File: src/rtl/nrisc_ctrl.sv
// Multi-cycle control FSM for a tiny 8-bit RISC: fetch/decode/execute/memory/
// writeback sequencing, PC management and registered control outputs.
module nrisc_ctrl #(
  parameter int unsigned         PC_W     = 8,
  parameter logic [PC_W-1:0]     RESET_PC = '0
) (
  input  logic            clk,
  input  logic            rst_n,
  output logic            imem_req,
  input  logic            imem_ack,
  input  logic [7:0]      imem_rdata,
  output logic [PC_W-1:0] pc,
  output logic [3:0]      alu_ctl,
  input  logic            alu_zero,
  output logic [1:0]      rs_sel,
  output logic [1:0]      rt_sel,
  output logic            reg_we,
  output logic            dmem_req,
  output logic            dmem_we,
  input  logic            dmem_ack,
  output logic            halted,
  output logic [2:0]      state
);

  typedef enum logic [2:0] {
    S_FETCH  = 3'd0,
    S_DECODE = 3'd1,
    S_EXEC   = 3'd2,
    S_MEM    = 3'd3,
    S_WB     = 3'd4,
    S_HALT   = 3'd5
  } state_t;

  typedef enum logic [3:0] {
    OP_SLT  = 4'b0000,
    OP_MOV  = 4'b0010,
    OP_INC  = 4'b0100,
    OP_SUB  = 4'b0101,
    OP_ADD  = 4'b0111,
    OP_LW   = 4'b1000,
    OP_SW   = 4'b1001,
    OP_SEQ  = 4'b1010,
    OP_HALT = 4'b1111
  } opcode_t;

  state_t          r_state;
  state_t          w_next;
  logic [PC_W-1:0] r_pc;
  logic [7:0]      r_ir;
  logic [3:0]      r_alu_ctl;
  logic [1:0]      r_rs_sel;
  logic [1:0]      r_rt_sel;
  logic            r_imem_req;
  logic            r_dmem_req;
  logic            r_dmem_we;
  logic            r_reg_we;
  logic            r_halted;

  logic [3:0]      w_op;
  logic [3:0]      w_dec_alu;
  logic            w_is_alu;
  logic            w_is_mem;
  logic            w_is_sw;
  logic            w_is_seq;
  logic            w_is_halt;
  logic            w_is_nop;
  logic            w_fetch_ok;

  assign w_op       = r_ir[7:4];
  assign w_fetch_ok = r_imem_req && imem_ack;

  always_comb begin
    w_dec_alu = 4'hF;
    w_is_alu  = 1'b0;
    w_is_mem  = 1'b0;
    w_is_sw   = 1'b0;
    w_is_seq  = 1'b0;
    w_is_halt = 1'b0;
    case (w_op)
      OP_SLT:  begin w_dec_alu = 4'd0; w_is_alu = 1'b1; end
      OP_MOV:  begin w_dec_alu = 4'd2; w_is_alu = 1'b1; end
      OP_INC:  begin w_dec_alu = 4'd4; w_is_alu = 1'b1; end
      OP_SUB:  begin w_dec_alu = 4'd5; w_is_alu = 1'b1; end
      OP_ADD:  begin w_dec_alu = 4'd7; w_is_alu = 1'b1; end
      OP_LW:   begin w_dec_alu = 4'd2; w_is_mem = 1'b1; end
      OP_SW:   begin w_dec_alu = 4'd2; w_is_mem = 1'b1; w_is_sw = 1'b1; end
      OP_SEQ:  begin w_dec_alu = 4'd5; w_is_seq = 1'b1; end
      OP_HALT: w_is_halt = 1'b1;
      default: w_dec_alu = 4'hF;
    endcase
    w_is_nop = !(w_is_alu || w_is_mem || w_is_seq || w_is_halt);
  end

  // A fetch is only accepted once imem_req is visible, so the first cycle
  // after reset never consumes an ack.
  always_comb begin
    w_next = r_state;
    case (r_state)
      S_FETCH:  if (w_fetch_ok) w_next = S_DECODE;
      S_DECODE: begin
        if (w_is_halt)     w_next = S_HALT;
        else if (w_is_nop) w_next = S_FETCH;
        else               w_next = S_EXEC;
      end
      S_EXEC: begin
        if (w_is_alu)       w_next = S_WB;
        else if (w_is_mem)  w_next = S_MEM;
        else if (w_is_halt) w_next = S_HALT;
        else                w_next = S_FETCH;
      end
      S_MEM:    if (dmem_ack) w_next = w_is_sw ? S_FETCH : S_WB;
      S_WB:     w_next = S_FETCH;
      S_HALT:   w_next = S_HALT;
      default:  w_next = S_FETCH;
    endcase
  end

  // Request/enable outputs are registered from the next state so each one
  // is valid for the whole cycle spent in its owning state.
  always_ff @(posedge clk or negedge rst_n) begin
    if (!rst_n) begin
      r_state    <= S_FETCH;
      r_pc       <= RESET_PC;
      r_ir       <= '0;
      r_alu_ctl  <= '1;
      r_rs_sel   <= '0;
      r_rt_sel   <= '0;
      r_imem_req <= 1'b0;
      r_dmem_req <= 1'b0;
      r_dmem_we  <= 1'b0;
      r_reg_we   <= 1'b0;
      r_halted   <= 1'b0;
    end else begin
      r_state    <= w_next;
      r_imem_req <= (w_next == S_FETCH);
      r_dmem_req <= (w_next == S_MEM);
      r_dmem_we  <= (w_next == S_MEM) && w_is_sw;
      r_reg_we   <= (w_next == S_WB);
      r_halted   <= (w_next == S_HALT);
      if (r_state == S_FETCH && w_fetch_ok) begin
        r_ir <= imem_rdata;
        r_pc <= r_pc + PC_W'(1);
      end
      if (r_state == S_EXEC && w_is_seq && alu_zero) begin
        r_pc <= r_pc + PC_W'(1);
      end
      if (r_state == S_DECODE) begin
        r_rs_sel <= r_ir[3:2];
        r_rt_sel <= r_ir[1:0];
      end
      case (w_next)
        S_EXEC, S_MEM, S_WB: if (r_state == S_DECODE) r_alu_ctl <= w_dec_alu;
        default:             r_alu_ctl <= '1;
      endcase
    end
  end

  assign imem_req = r_imem_req;
  assign pc       = r_pc;
  assign alu_ctl  = r_alu_ctl;
  assign rs_sel   = r_rs_sel;
  assign rt_sel   = r_rt_sel;
  assign reg_we   = r_reg_we;
  assign dmem_req = r_dmem_req;
  assign dmem_we  = r_dmem_we;
  assign halted   = r_halted;
  assign state    = r_state;

endmodule
File: config.mk
export PLATFORM = sky130hd
export DESIGN_NAME = nrisc_ctrl
export DESIGN_NICKNAME = d
export VERILOG_FILES = /design/src/rtl/nrisc_ctrl.sv
export SDC_FILE = /design/constraint.sdc
export NUM_CORES = 1
export LEC_CHECK = 0
export CAP_MARGIN = 30
export CELL_PAD_IN_SITES_DETAIL_PLACEMENT = 2
export CELL_PAD_IN_SITES_GLOBAL_PLACEMENT = 2
export CORE_MARGIN = 2
export CORE_UTILIZATION = 33
export DETAILED_ROUTE_END_ITERATION = 8
export PLACE_DENSITY_LB_ADDON = 0.05
export SLEW_MARGIN = 20
export SYNTH_ARGS = -nofsm -noshare
export SYNTH_HDL_FRONTEND = slang
export SYNTH_SLANG_ARGS = --single-unit
File: constraint.sdc
create_clock -name clk -period 2.42 [get_ports clk]
set_input_delay 0.484 -clock clk [delete_from_list [all_inputs] [get_ports clk]]
set_output_delay 0.484 -clock clk [all_outputs]
set_load 0.02 [all_outputs]
=== After elaboration in Yosys (flattened, before gate mapping) ===
Index checks and enable logic that the tools add are counted.

* Equality and inequality tests: 17
* Muxes and demuxes: 19
* Reduce and logical (&&, ||, !) cells: 17
* Add/subtract/negate cells: 1

{| class="wikitable"
|+ Operators with widths
! operator !! count
|-
| 2-to-1 mux 3 bit || 7
|-
| case mux 4 bit (5 select lines) || 1
|-
| equality test 4 bit, second input constant || 4
|-
| 2-to-1 mux 8 bit || 2
|-
| case mux 3 bit (5 select lines) || 1
|-
| equality test 3 x 2 -> 1 bit, second input constant || 4
|-
| equality test 4 x 3 -> 1 bit, second input constant || 3
|-
| equality test 3 bit, second input constant || 3
|-
| adder 8 x 1 -> 8 bit, second input constant || 1
|-
| 2-to-1 mux 4 bit || 2
|-
| zero test 3 bit || 2
|-
| OR reduction 3 bit || 2
|-
| logical AND 1 bit || 5
|-
| 2-to-1 mux 1 bit || 5
|-
| OR reduction 5 bit || 1
|-
| equality test 4 x 2 -> 1 bit, second input constant || 1
|-
| zero test 4 bit || 1
|-
| OR reduction 2 bit || 2
|-
| equality test 3 x 1 -> 1 bit, second input constant || 1
|-
| logical OR 1 bit || 3
|-
| 2-to-1 mux 2 bit || 1
|-
| inequality test 2 bit, second input constant || 1
|-
| nonzero test 2 bit || 1
|}

* Input bits: 13
* Word-level logic and storage cells: 65
* Output and inout bits: 24
* Flip-flop bits (word level): 32

=== Depth between registers and ports, before layout ===
* Depth in word-level cells: 12
* Depth in mapped cells: 7
* Mapped depth without buffers: 6

=== Worst setup path before layout ===
No wires, ideal clock.

* Kind: flip-flop to flip-flop
* Start: reg r_state[2] (netlist: state[2])
* End: reg r_pc[1] (netlist: pc[1])
* Arrival: 1.472 ns
* Cell stages (with the launch flop): 5
* Setup slack: 0.824 ns
* Data required time: 2.295 ns
* Library setup time: 0.125 ns
* Path through: dfrtp_1 -> nand2b_1 -> nor2_1 -> a41oi_4 -> mux2_2

* Longest elaborated chain between the ends: 4
* Elaborated cells on any way between the ends: 7
* Classes of those cells: eq/ne (1); mux (1); reduce/logical (5)

{| class="wikitable"
|+ RTL lines
! what !! RTL line !! RTL
|-
| start: declaration || 46 || <nowiki>state_t r_state;</nowiki>
|-
| start signal: assignment || 134 || <nowiki>r_state <= w_next;</nowiki>
|-
| equality test 3 x 2 -> 1 bit || 144 || <nowiki>if (r_state == S_EXEC && w_is_seq && alu_zero) begin</nowiki>
|-
| logical AND 1 bit (2 in a row) || 144 ||
|-
| 2-to-1 mux 8 bit / nonzero test 2 bit (equally long branches) || n/a ||
|-
| end signal: assignment || 142 || <nowiki>r_pc <= r_pc + PC_W'(1);</nowiki>
|-
| end signal: assignment || 145 || <nowiki>r_pc <= r_pc + PC_W'(1);</nowiki>
|-
| end: declaration || 48 || <nowiki>logic [PC_W-1:0] r_pc;</nowiki>
|}

Several ways; a longest one is shown, not always the timed one.
A chain may end at the register's enable or synchronous reset.

=== Worst setup path in the final report ===
* Start: reg r_alu_ctl[1] (netlist: alu_ctl[1])
* End: out alu_ctl[1]

{| class="wikitable"
|+ RTL lines
! what !! RTL line !! RTL
|-
| start: declaration || 50 || <nowiki>logic [3:0] r_alu_ctl;</nowiki>
|-
| start signal: assignment || 152 || <nowiki>S_EXEC, S_MEM, S_WB: if (r_state == S_DECODE) r_alu_ctl <= w_dec_alu;</nowiki>
|-
| end: declaration || 13 || <nowiki>output logic [3:0] alu_ctl,</nowiki>
|}

No word-level cell between the ends.

==> results.json <==
{
  "status": "completed",
  "holdBufCountCts": 0,
  "synth_area_per_cell_um2": 12.51,
  "clock_skew_ns": 0.01023,
  "die_x_um": 70.32,
  "cpPeakStageDelay_ns": 0.61,
  "path_buf_inv": 1,
  "fin_crit_ns": 1.927,
  "rows": 24,
  "arrival_ns": 1.44,
  "seq_area_frac_synth": 0.5552,
  "drt_iter0_drc": 46,
  "path_class": "reg -> out",
  "cts_setup_buffers": 0,
  "via_per_inst": 4.986,
  "syn-num-nets": 130,
  "clockBufferDepth": 2,
  "cts.clk_slew.worst_paths_ns": 0.07,
  "cts_resized": 0,
  "drive_above_1_share": 0.2250,
  "crit_family": "buffers and inverters",
  "cpMaxStageDelayCell": "clkdlybuf4s50_1",
  "cts_tree": "built",
  "timing_hold_violations_final": 0,
  "min_path_type": "reg -> reg",
  "port_buffers": 36,
  "area_delta_synth_final_pct": 35.43,
  "rsz0062_at_grt": "false",
  "worst_setup_path_start_kind": "flop",
  "htreeDepth": 2,
  "clkLatencyLatePin_ns": 0.28,
  "cts_root_buf": "clkbuf_8",
  "path_cells": "clkdlybuf4s50_1",
  "ir_worst_vdd_mv": 0.6075,
  "dpl.hpwl_um": 2704,
  "synth-edff-count": 0,
  "drt_drc_violations_left": 0,
  "finalMaxSlewViolations": 0,
  "diodes": 0,
  "setup_viol": 0,
  "grt_pass1_wl_um": 6479,
  "power_density_nw_per_um2": 1316,
  "track_usage": 0.1738,
  "ys_seq_elements": 32,
  "start_util": 0.3380,
  "worstPathRequired_ns": 1.94,
  "final_cell_mix": "clkdlybuf4s50_1, dfrtp_1, mux2_2",
  "setup.worst_path.end_class": "primary output",
  "grt_max_degree": 33,
  "place_congestion": 0.8046,
  "syn-cell-area_um2": 1451,
  "ys.flop_type": "dfrtp_1",
  "relSlewSlack": 0.5428,
  "synthArstFlopShare": 1.000,
  "cp_max_fo": 2,
  "finalCritPeriodShare": 0.7962,
  "worst_pin_slew_ns": 0.6833,
  "cap_violations": 0,
  "die_area_um2": 4945,
  "vias": 1057,
  "die_y_um": 70.32,
  "cts_sinks": 32,
  "grt_pass1_vias": 1216,
  "fin_nets": 173,
  "synth_cell_type_count": 41,
  "syn_inst": 116,
  "antenna_found_initial": 0,
  "cts_buffers": 5,
  "fill_cells": 441,
  "totalWireLength_um": 3711,
  "dr.pass1.iters": 4,
  "ios": 37,
  "setup_tns_ns": 0,
  "yosysWarnings": 0,
  "grt_remaining_overflow": 0,
  "wl_per_cell_um": 17.50,
  "p_leak_nw": 0.8431,
  "postLayoutCellArea_um2": 1966,
  "final_common_cell": "clkdlybuf4s50_1",
  "ant_nets": 0,
  "core-area_um2": 4294,
  "dpl-instance-area_um2": 1873,
  "clock.fmax_ghz": 0.5190
}
==> per-layer routing <==
metal	share of wire	track usage
met1	0.44	0.2144
met2	0.51	0.2820
met3	0.031	0.05339
met4	0.018	0.07051
met5	0	0
==> power by group <==
group | leakage, nW | total, mW | switching [mW] | internal [mW]
Clock | 0.0510 | 0.424 | 0.197 | 0.227
Sequential | 0.393 | 1.00 | 0.234 | 0.766
Combinational | 0.399 | 1.16 | 0.582 | 0.583
==> logic make-up (layout without fill, tap and decap cells) <==
| group | Yosys count | after routing | share of synthesized area |
|---|---|---|---|
| AO/OA/AOI/OAI | 17 | 17 | 0.1043 |
| multiplexers | 13 | 13 | 0.1000 |
| adder cells (fa/ha/maj) | 1 | 1 | 0.008619 |
| buffers and inverters | 5 | 49 | 0.02155 |
| XOR/XNOR | 7 | 7 | 0.04224 |
| flip-flops | 32 | 32 | 0.5552 |
| AND/OR/NAND/NOR | 41 | 41 | 0.1681 |
==> sequential cells by signal, summed over array words and instances (netlist names) <==
name,cells
pc,8
r_ir,8
alu_ctl,4
state,3
rs_sel,2
rt_sel,2
dmem_req,1
dmem_we,1
halted,1
imem_req,1
reg_we,1
==> stage by stage <==
| stage | worst slack, ns | total power, mW | util | instances | hold WS (ns) |
|---|---|---|---|---|---|
| 3_5_place_dp | 0.3394 | 2.190 | 0.4362 | 204 | 0.4702 |
| 2_1_floorplan | 0.8235 | 1.690 | - | 116 | 0.1884 |
| 6_report | 0.4933 | 2.588 | 0.4578 | 212 | 0.4873 |
| 4_1_cts | 0.4812 | 2.629 | 0.4578 | 212 | 0.4844 |
| 3_3_place_gp | 0.3906 | 2.137 | 0.4362 | 204 | 0.4594 |
| 5_1_grt | 0.4302 | 2.784 | 0.4578 | 212 | 0.5211 |
==> synth_stat cells, drive strengths merged (2+ instances only) <==
cell     instances  share of area
mux2            12          0.093
a2bb2oi          2          0.012
xnor2            2          0.012
buf              2          0.013
or2              3          0.013
a211oi           2          0.014
nand4            2         0.0086
and2             2         0.0086
xor2             5          0.030
dfrtp           28           0.48
a21oi            2         0.0095
nor2             9          0.023
o21ai            4          0.014
nand3            3          0.010
inv              2         0.0052
nand2b           5          0.023
nand2            7          0.018
nor3             3          0.017
dfstp            4          0.072
nor2b            2         0.0086
==> final cells by class <==
cell class	instances	area, um^2	share of cell area
inverter	3	12.51	0.006365
timing repair buffer	38	375.4	0.1910
clock buffer	6	82.58	0.04201
tap	52	65.06	0.03310
sequential	32	805.8	0.4099
multi-input combinational	79	614.3	0.3125
clock inverter	2	10.01	0.005092
==> path summary, 6_finish.rpt <==
path	startpoint	to	slack, ns	cells after the start
max	alu_ctl[1]$_DFFE_PN1P_	alu_ctl[1]	0.49	1
min	pc[7]$_DFFE_PN0P_	pc[7]$_DFFE_PN0P_	0.49	1
max reg2reg	state[2]$_DFF_PN0_	pc[5]$_DFFE_PN0P_	0.58	5
min reg2reg	pc[7]$_DFFE_PN0P_	pc[7]$_DFFE_PN0P_	0.49	1
max in group asynchronous	rst_n	alu_ctl[0]$_DFFE_PN1P_	1.48	2
min in group asynchronous	rst_n	pc[5]$_DFFE_PN0P_	0.60	2
(Power assumes the default switching activity.)
